`src/rtl/vga_pixel_fetch.sv`:
```
// VGA timing generator and pixel fetcher: issues frame-buffer / alphabet-window addresses,
// delays sync and blanking to match the memory read latency, and drives registered RGB.
module vga_pixel_fetch #(
   parameter int CLK_DIV  = 4,
   parameter int H_ACTIVE = 640,
   parameter int H_FP     = 16,
   parameter int H_SYNC   = 96,
   parameter int H_BP     = 48,
   parameter int V_ACTIVE = 480,
   parameter int V_FP     = 10,
   parameter int V_SYNC   = 2,
   parameter int V_BP     = 33,
   parameter int MEM_LAT  = 1,
   parameter int WIN_X0   = 80,
   parameter int WIN_Y0   = 40,
   parameter int WIN_W    = 160,
   parameter int WIN_H    = 160
) (
   input  logic        clk,
   input  logic        rst_n,
   input  logic [11:0] pixel,
   output logic [16:0] pixel_addr,
   output logic        flag_alphabet,
   output logic        hsync,
   output logic        vsync,
   output logic [3:0]  vga_r,
   output logic [3:0]  vga_g,
   output logic [3:0]  vga_b,
   output logic        frame_start
);
   localparam int H_TOTAL  = H_ACTIVE + H_FP + H_SYNC + H_BP;
   localparam int V_TOTAL  = V_ACTIVE + V_FP + V_SYNC + V_BP;
   localparam int HW       = $clog2(H_TOTAL);
   localparam int VW       = $clog2(V_TOTAL);
   localparam int DW       = $clog2(CLK_DIV);
   localparam int HS_START = H_ACTIVE + H_FP;
   localparam int HS_END   = HS_START + H_SYNC;
   localparam int VS_START = V_ACTIVE + V_FP;
   localparam int VS_END   = VS_START + V_SYNC;
   localparam int SRC_W    = 32'sd320;
   localparam logic [DW-1:0] DIV_LAST = DW'(CLK_DIV - 1);
   localparam logic [DW-1:0] DIV_PRE  = DW'(CLK_DIV - 2);
   localparam logic [HW-1:0] H_LAST   = HW'(H_TOTAL - 1);
   localparam logic [VW-1:0] V_LAST   = VW'(V_TOTAL - 1);

   logic [DW-1:0]    div_q, div_d;
   logic [HW-1:0]    h_q, h_d;
   logic [VW-1:0]    v_q, v_d;
   logic             tick_s, pre_tick_s;
   int               h_s, v_s, x_s, y_s;
   logic             active_s, win_s, hs_s, vs_s;
   logic [16:0]      addr_d, addr_q;
   logic [MEM_LAT:0] win_pipe_q, act_pipe_q, hs_pipe_q, vs_pipe_q;
   logic             hsync_q, vsync_q, frame_q;
   logic [11:0]      rgb_q;

   assign tick_s     = (div_q == DIV_LAST);
   assign pre_tick_s = (div_q == DIV_PRE);

   // Pixel-tick divider and raster counters, next state
   always_comb begin
      div_d = tick_s ? '0 : div_q + DW'(1);
      h_d   = h_q;
      v_d   = v_q;
      if (tick_s) begin
         if (h_q == H_LAST) begin
            h_d = '0;
            v_d = (v_q == V_LAST) ? '0 : v_q + VW'(1);
         end else begin
            h_d = h_q + HW'(1);
         end
      end else begin
         h_d = h_q;
         v_d = v_q;
      end
   end

   // Issue-stage decode: each source pixel covers a 2x2 block of the 640x480 raster
   always_comb begin
      h_s      = int'(h_q);
      v_s      = int'(v_q);
      x_s      = int'(h_q[HW-1:1]);
      y_s      = int'(v_q[VW-1:1]);
      active_s = (h_s < H_ACTIVE) && (v_s < V_ACTIVE);
      win_s    = active_s && (x_s >= WIN_X0) && (x_s < WIN_X0 + WIN_W)
                          && (y_s >= WIN_Y0) && (y_s < WIN_Y0 + WIN_H);
      hs_s     = !((h_s >= HS_START) && (h_s < HS_END));
      vs_s     = !((v_s >= VS_START) && (v_s < VS_END));
      if (win_s) begin
         addr_d = 17'((y_s - WIN_Y0) * WIN_W + (x_s - WIN_X0));
      end else if (active_s) begin
         addr_d = 17'(y_s * SRC_W + x_s);
      end else begin
         addr_d = 17'd0;
      end
   end

   // Counters; frame_start is set one clk early so it is high exactly on the h=v=0 tick cycle
   always_ff @(posedge clk or negedge rst_n) begin
      if (!rst_n) begin
         div_q   <= '0;
         h_q     <= '0;
         v_q     <= '0;
         frame_q <= 1'b0;
      end else begin
         div_q   <= div_d;
         h_q     <= h_d;
         v_q     <= v_d;
         frame_q <= pre_tick_s && (h_q == '0) && (v_q == '0);
      end
   end

   // Address issue, latency-matching delay pipes and blanked RGB, all on pixel ticks
   always_ff @(posedge clk or negedge rst_n) begin
      if (!rst_n) begin
         addr_q     <= 17'd0;
         win_pipe_q <= '0;
         act_pipe_q <= '0;
         hs_pipe_q  <= '1;
         vs_pipe_q  <= '1;
         hsync_q    <= 1'b1;
         vsync_q    <= 1'b1;
         rgb_q      <= 12'h000;
      end else if (tick_s) begin
         addr_q     <= addr_d;
         win_pipe_q <= {win_pipe_q[MEM_LAT-1:0], win_s};
         act_pipe_q <= {act_pipe_q[MEM_LAT-1:0], active_s};
         hs_pipe_q  <= {hs_pipe_q[MEM_LAT-1:0], hs_s};
         vs_pipe_q  <= {vs_pipe_q[MEM_LAT-1:0], vs_s};
         hsync_q    <= hs_pipe_q[MEM_LAT];
         vsync_q    <= vs_pipe_q[MEM_LAT];
         rgb_q      <= act_pipe_q[MEM_LAT] ? pixel : 12'h000;
      end
   end

   assign pixel_addr             = addr_q;
   assign flag_alphabet          = win_pipe_q[MEM_LAT];
   assign hsync                  = hsync_q;
   assign vsync                  = vsync_q;
   assign {vga_r, vga_g, vga_b}  = rgb_q;
   assign frame_start            = frame_q;
endmodule

```
`config.mk`:
```
export PLATFORM = sky130hd
export DESIGN_NAME = vga_pixel_fetch
export DESIGN_NICKNAME = d
export VERILOG_FILES = /design/src/rtl/vga_pixel_fetch.sv
export SDC_FILE = /design/constraint.sdc
export NUM_CORES = 1
export LEC_CHECK = 0
export BUFFER_PORTS_ARGS = -buffer_cell sky130_fd_sc_hd__clkbuf_2
export CORE_MARGIN = 8
export CORE_UTILIZATION = 30
export CTS_BUF_LIST = sky130_fd_sc_hd__clkbuf_4 sky130_fd_sc_hd__clkbuf_8 sky130_fd_sc_hd__clkbuf_16
export CTS_CLUSTER_SIZE = 28
export DETAILED_ROUTE_END_ITERATION = 10
export REMOVE_ABC_BUFFERS = 1
export SLEW_MARGIN = 15
export SYNTH_ARGS = -nofsm -noshare
export SYNTH_HDL_FRONTEND = slang
export SYNTH_SLANG_ARGS = --single-unit
```
`constraint.sdc`:
```
create_clock -name clk -period 4.2 [get_ports clk]
set_clock_uncertainty 0.1 [all_clocks]
set_input_delay 0.42 -clock clk [delete_from_list [all_inputs] [get_ports clk]]
set_output_delay 0.42 -clock clk [all_outputs]
set_load 0.005 [all_outputs]
```
==> metrics.log <==
[metrics] normalized max-slew margin: about 22%
[metrics] Total Negative Setup Slacks: 0 ps
[metrics] fillers: about 1,600
[metrics] DRC violation count after routing: 0
[metrics] count of unique library cells instantiated by Yosys: 59
[metrics] FF-to-FF End: pixel_addr[15]
[metrics] share of post-route cells with drive strength above 1: approximately 18%
[metrics] Multi-input gate area: just under 3000 µm²
[metrics] number of maximum-capacitance constraint violations: 0
[metrics] gpl congestion: 0.867
[metrics] starting utilization of the core area: approximately 30%
[metrics] Least-Margin Pin Slew: 1160 ps
[metrics] period utilization: ~93%
[metrics] clock root buffer: sky130_fd_sc_hd__clkbuf_16
[metrics] cell area power density: between 200 and 300 nW/µm²
[metrics] cell area reported after detailed placement: 5180 µm²
[metrics] summed area of non-filler cells in the final layout: ~5500 µm²
[metrics] maximum number of pins on one net before global-route repair: 70
[metrics] port buffer count: 46
[metrics] sequential element share of the synthesized area: roughly a third
[metrics] per-instance average area after synthesis: 9.06 µm²
[metrics] floorplan die width: approximately 140 µm
[metrics] synthesis-to-layout area growth: 17.1%
[metrics] net count reported at finish: 640
[metrics] Hold WS: between 100 and 150 ps
[metrics] FP Rows: 46
[metrics] number of DRC violations after detailed-routing iteration 0: about 280
[metrics] async set-reset flop share out of synthesis: 100%
[metrics] H-tree levels: 3
[metrics] routed length per placed instance: approximately 15 µm
[metrics] Via density: slightly above 5
[metrics] total routing usage reported by global routing: approximately an eighth
[metrics] final hold violation count: 0
[metrics] worst min path class: primary input to async pin
[metrics] Setup violations, final: 0
[metrics] post-DP HPWL: between 8000 and 9000 µm
[metrics] clock buffers created by TritonCTS: 9
[metrics] post-layout minimum cycle time: between 3000 and 4000 ps
[metrics] Worst-path clk slew: about 60 ps
[metrics] Static Leak: around 0.0026 µW
[metrics] Top FF cell, synth: sky130_fd_sc_hd__dfrtp_1
[metrics] category of the critical setup timing path: flop to flop
[metrics] clock insertion delay at the later pin of the skew report: 330 ps
[metrics] data arrival time of the worst path: about 4000 ps
[metrics] Peak Freq: about 0.26 GHz
[metrics] post-synthesis instance area: around 4700 µm²
[metrics] clock tree sinks: 62
[metrics] number of synthesized register bits: just over 60
[metrics] Die ar.: 20,000 µm²
[metrics] first-pass iteration count of the detailed router: 4
[metrics] number of antenna violations at the first check in global routing: 0
[metrics] aggregate global routing overflow: 0
[metrics] cell count after synthesis: 521
[metrics] post-route core utilization: a little over a third
[metrics] result of the run: complete, no violations
[metrics] number of buffers between clock root and the deepest sink: 2
[metrics] Reg2Reg Launch Point: v_q[5]
[metrics] warning count from the yosys run: 0
[metrics] # diodes: 0
[metrics] Die Ht: between 100 and 150 µm
[metrics] global-route wire length before repair: approximately 20,000 µm
[metrics] unrepaired setup endpoints after global routing: no
[metrics] endpoint required time on the critical path: 4320 ps
[metrics] TritonCTS clock tree: done
[metrics] number of enable flip-flop cells after synthesis: 0
[metrics] total routed wirelength: 11,800 µm
[metrics] vias: 3,951
[metrics] final number of max-transition violations: 0
[metrics] maximum vdd ir drop: 0.171 mV
[metrics] startpoint class of the critical path: flop
[metrics] hold buffer count at CTS: 0
[metrics] core box area: 15,700 µm²
[metrics] maximum net fanout on the critical path: 7
[metrics] DRT antenna net count: 0
[metrics] worst reg-to-reg setup slack: around 300 ps
[metrics] count of pins on the block boundary: between 40 and 50
[metrics] number of global-route vias before repair: approximately 4,000
[metrics] sequential cell area in the final layout: ~1600 µm²
[metrics] number of cells on the worst reg-to-reg path: 17
[metrics] Setup crit end kind: flop
## timing repair
item,CTS,global route
setup endpoints to repair,0,2
buffers inserted,0,0
resized for setup,0,5
hold endpoints to repair,0,0
## where the power goes
| group | switching (µW) | leakage, µW | total (µW) | internal, µW |
|---|---|---|---|---|
| Sequential | 3.29 | 0.000781 | 607 | 604 |
| Combinational | 18.9 | 0.00161 | 29.4 | 10.5 |
| Clock | 269 | 0.000163 | 834 | 565 |
| Total | 291 | 0.00256 | 1470 | 1180 |
## final cells by class
cell class | count | area share, %
Tap cell | 216 | 4.89
Clock inverter | 3 | 1.22
Multi-Input combinational cell | 401 | 52.9
Timing Repair Buffer | 57 | 5.66
Inverter | 33 | 2.24
Sequential cell | 62 | 28.2
Clock buffer | 13 | 4.84
## critical path, stage by stage, from the launching register on
cell	delay, ps
sky130_fd_sc_hd__dfrtp_2	420
sky130_fd_sc_hd__inv_1	100
sky130_fd_sc_hd__ha_1	190
sky130_fd_sc_hd__nor2b_1	200
sky130_fd_sc_hd__nor2_1	100
sky130_fd_sc_hd__ha_1	290
sky130_fd_sc_hd__ha_1	350
sky130_fd_sc_hd__a21oi_2	170
sky130_fd_sc_hd__o21bai_1	90
sky130_fd_sc_hd__a21oi_1	210
sky130_fd_sc_hd__xnor2_1	150
sky130_fd_sc_hd__ha_1	290
sky130_fd_sc_hd__a21oi_1	190
sky130_fd_sc_hd__o21ai_0	140
sky130_fd_sc_hd__a21o_1	190
sky130_fd_sc_hd__a2111oi_1	410
sky130_fd_sc_hd__a221oi_1	100
sky130_fd_sc_hd__o41ai_1	90
## cell usage after synthesis, types with 3 or more instances
library cell                number  area, µm²
sky130_fd_sc_hd__dfstp_2         6        158
sky130_fd_sc_hd__dfrtp_1        56       1400
sky130_fd_sc_hd__nor2b_1         7       43.8
sky130_fd_sc_hd__o21ai_0        33        165
sky130_fd_sc_hd__and3_1          8       50.1
sky130_fd_sc_hd__inv_1          33        124
sky130_fd_sc_hd__fa_1            4       80.1
sky130_fd_sc_hd__xor2_1         16        140
sky130_fd_sc_hd__and2_1          3       18.8
sky130_fd_sc_hd__nor3_1         12       60.1
sky130_fd_sc_hd__nand3b_1        3       22.5
sky130_fd_sc_hd__nand3_1        21        105
sky130_fd_sc_hd__o2111ai_1       3       26.3
sky130_fd_sc_hd__a21o_1          9       67.6
sky130_fd_sc_hd__xnor2_1        24        210
sky130_fd_sc_hd__a211oi_1        5       37.5
sky130_fd_sc_hd__nand4b_1        3       26.3
sky130_fd_sc_hd__mux2_2         10        113
sky130_fd_sc_hd__o2bb2ai_1       4       35.0
sky130_fd_sc_hd__a211o_1         3       26.3
sky130_fd_sc_hd__nand4_1        10       62.6
sky130_fd_sc_hd__a31oi_1         7       43.8
sky130_fd_sc_hd__o211ai_1        5       37.5
sky130_fd_sc_hd__ha_1           58        726
sky130_fd_sc_hd__nor4_1          3       18.8
sky130_fd_sc_hd__nand2_1        32        120
sky130_fd_sc_hd__nor2_1         50        188
sky130_fd_sc_hd__clkbuf_1       18       67.6
sky130_fd_sc_hd__or3_1           3       18.8
sky130_fd_sc_hd__a21oi_1        29        145
sky130_fd_sc_hd__o21bai_1        3       22.5
sky130_fd_sc_hd__buf_6           3       33.8
sky130_fd_sc_hd__a221oi_1        4       35.0
## logic make-up (layout without fill, tap and decap cells)
group | after synthesis | count (layout) | share of synthesized area [%]
flip-flops | 62 | 62 | 33.0
buffers and inverters | 58 | 106 | 5.19
adder cells (fa/ha/maj) | 62 | 62 | 17.1
AO/OA/AOI/OAI | 122 | 122 | 16.8
XOR/XNOR | 41 | 41 | 7.77
multiplexers | 12 | 12 | 2.81
AND/OR/NAND/NOR | 164 | 164 | 17.3
## registers in the layout, indices dropped and copies added (netlist names)
register     flops
frame_start      1
vs_pipe_q        2
div_q            2
pixel_addr      17
rgb_q           12
win_pipe_q       2
act_pipe_q       2
v_q             10
h_q             10
hsync            1
vsync            1
hs_pipe_q        2
## per-stage QoR
step / std cells / setup WS, ps / power, µW
2_1_floorplan: 496 / 491 / 622
3_3_place_gp: 769 / 399 / 647
3_5_place_dp: 769 / 265 / 648
4_1_cts: 785 / 236 / 1490
5_1_grt: 785 / 35.1 / 1520
6_report: 785 / 298 / 1470
## layout by cell type (no fill, tap or decap), types with 3 or more instances in the layout
master                      netlist  layout
sky130_fd_sc_hd__xnor2_1         24      24
sky130_fd_sc_hd__or3_1            3       3
sky130_fd_sc_hd__o211ai_1         5       5
sky130_fd_sc_hd__a211o_1          3       3
sky130_fd_sc_hd__nand3_1         21      21
sky130_fd_sc_hd__a31oi_1          7       7
sky130_fd_sc_hd__ha_1            58      57
sky130_fd_sc_hd__a21oi_1         29      28
sky130_fd_sc_hd__dfstp_2          6       6
sky130_fd_sc_hd__nand2_1         32      32
sky130_fd_sc_hd__clkbuf_16        0       9
sky130_fd_sc_hd__nand4_1         10      10
sky130_fd_sc_hd__mux2_2          10      10
sky130_fd_sc_hd__dfrtp_1         56      55
sky130_fd_sc_hd__nor3_1          12      11
sky130_fd_sc_hd__nor2b_1          7       7
sky130_fd_sc_hd__and2_1           3       3
sky130_fd_sc_hd__a21o_1           9       9
sky130_fd_sc_hd__nand4b_1         3       3
sky130_fd_sc_hd__buf_4            1      11
sky130_fd_sc_hd__and3_1           8       8
sky130_fd_sc_hd__a221oi_1         4       4
sky130_fd_sc_hd__nor2_1          50      50
sky130_fd_sc_hd__inv_1           33      32
sky130_fd_sc_hd__clkbuf_2         0      46
sky130_fd_sc_hd__xor2_1          16      16
sky130_fd_sc_hd__a211oi_1         5       5
sky130_fd_sc_hd__o21ai_0         33      32
sky130_fd_sc_hd__o2bb2ai_1        4       4
sky130_fd_sc_hd__nor4_1           3       3
sky130_fd_sc_hd__nand3b_1         3       3
sky130_fd_sc_hd__o21bai_1         3       3
sky130_fd_sc_hd__o2111ai_1        3       3
sky130_fd_sc_hd__fa_1             4       4
## layer usage
metal / vias up / part of all wire, % / global-route usage, %
met5: - / 0 / 0
met4: 0 / 1.0 / 3.39
met3: 14 / 4.5 / 2.59
met2: 82 / 48 / 20.0
met1: 1909 / 46 / 15.2
li1: 1946 / - / -
## worst max path at each step
stage | slack [ps] | to | cells after the start | start
5_1_grt | 40 | pixel_addr[15] | 17 | v_q[5]
3_3_place_gp | 400 | pixel_addr[15] | 17 | v_q[4]
3_5_place_dp | 260 | pixel_addr[15] | 17 | v_q[5]
2_1_floorplan | 490 | pixel_addr[15] | 17 | v_q[5]
4_1_cts | 240 | pixel_addr[15] | 17 | v_q[5]
6_report | 300 | pixel_addr[15] | 17 | v_q[5]
(Power assumes the default switching activity.)
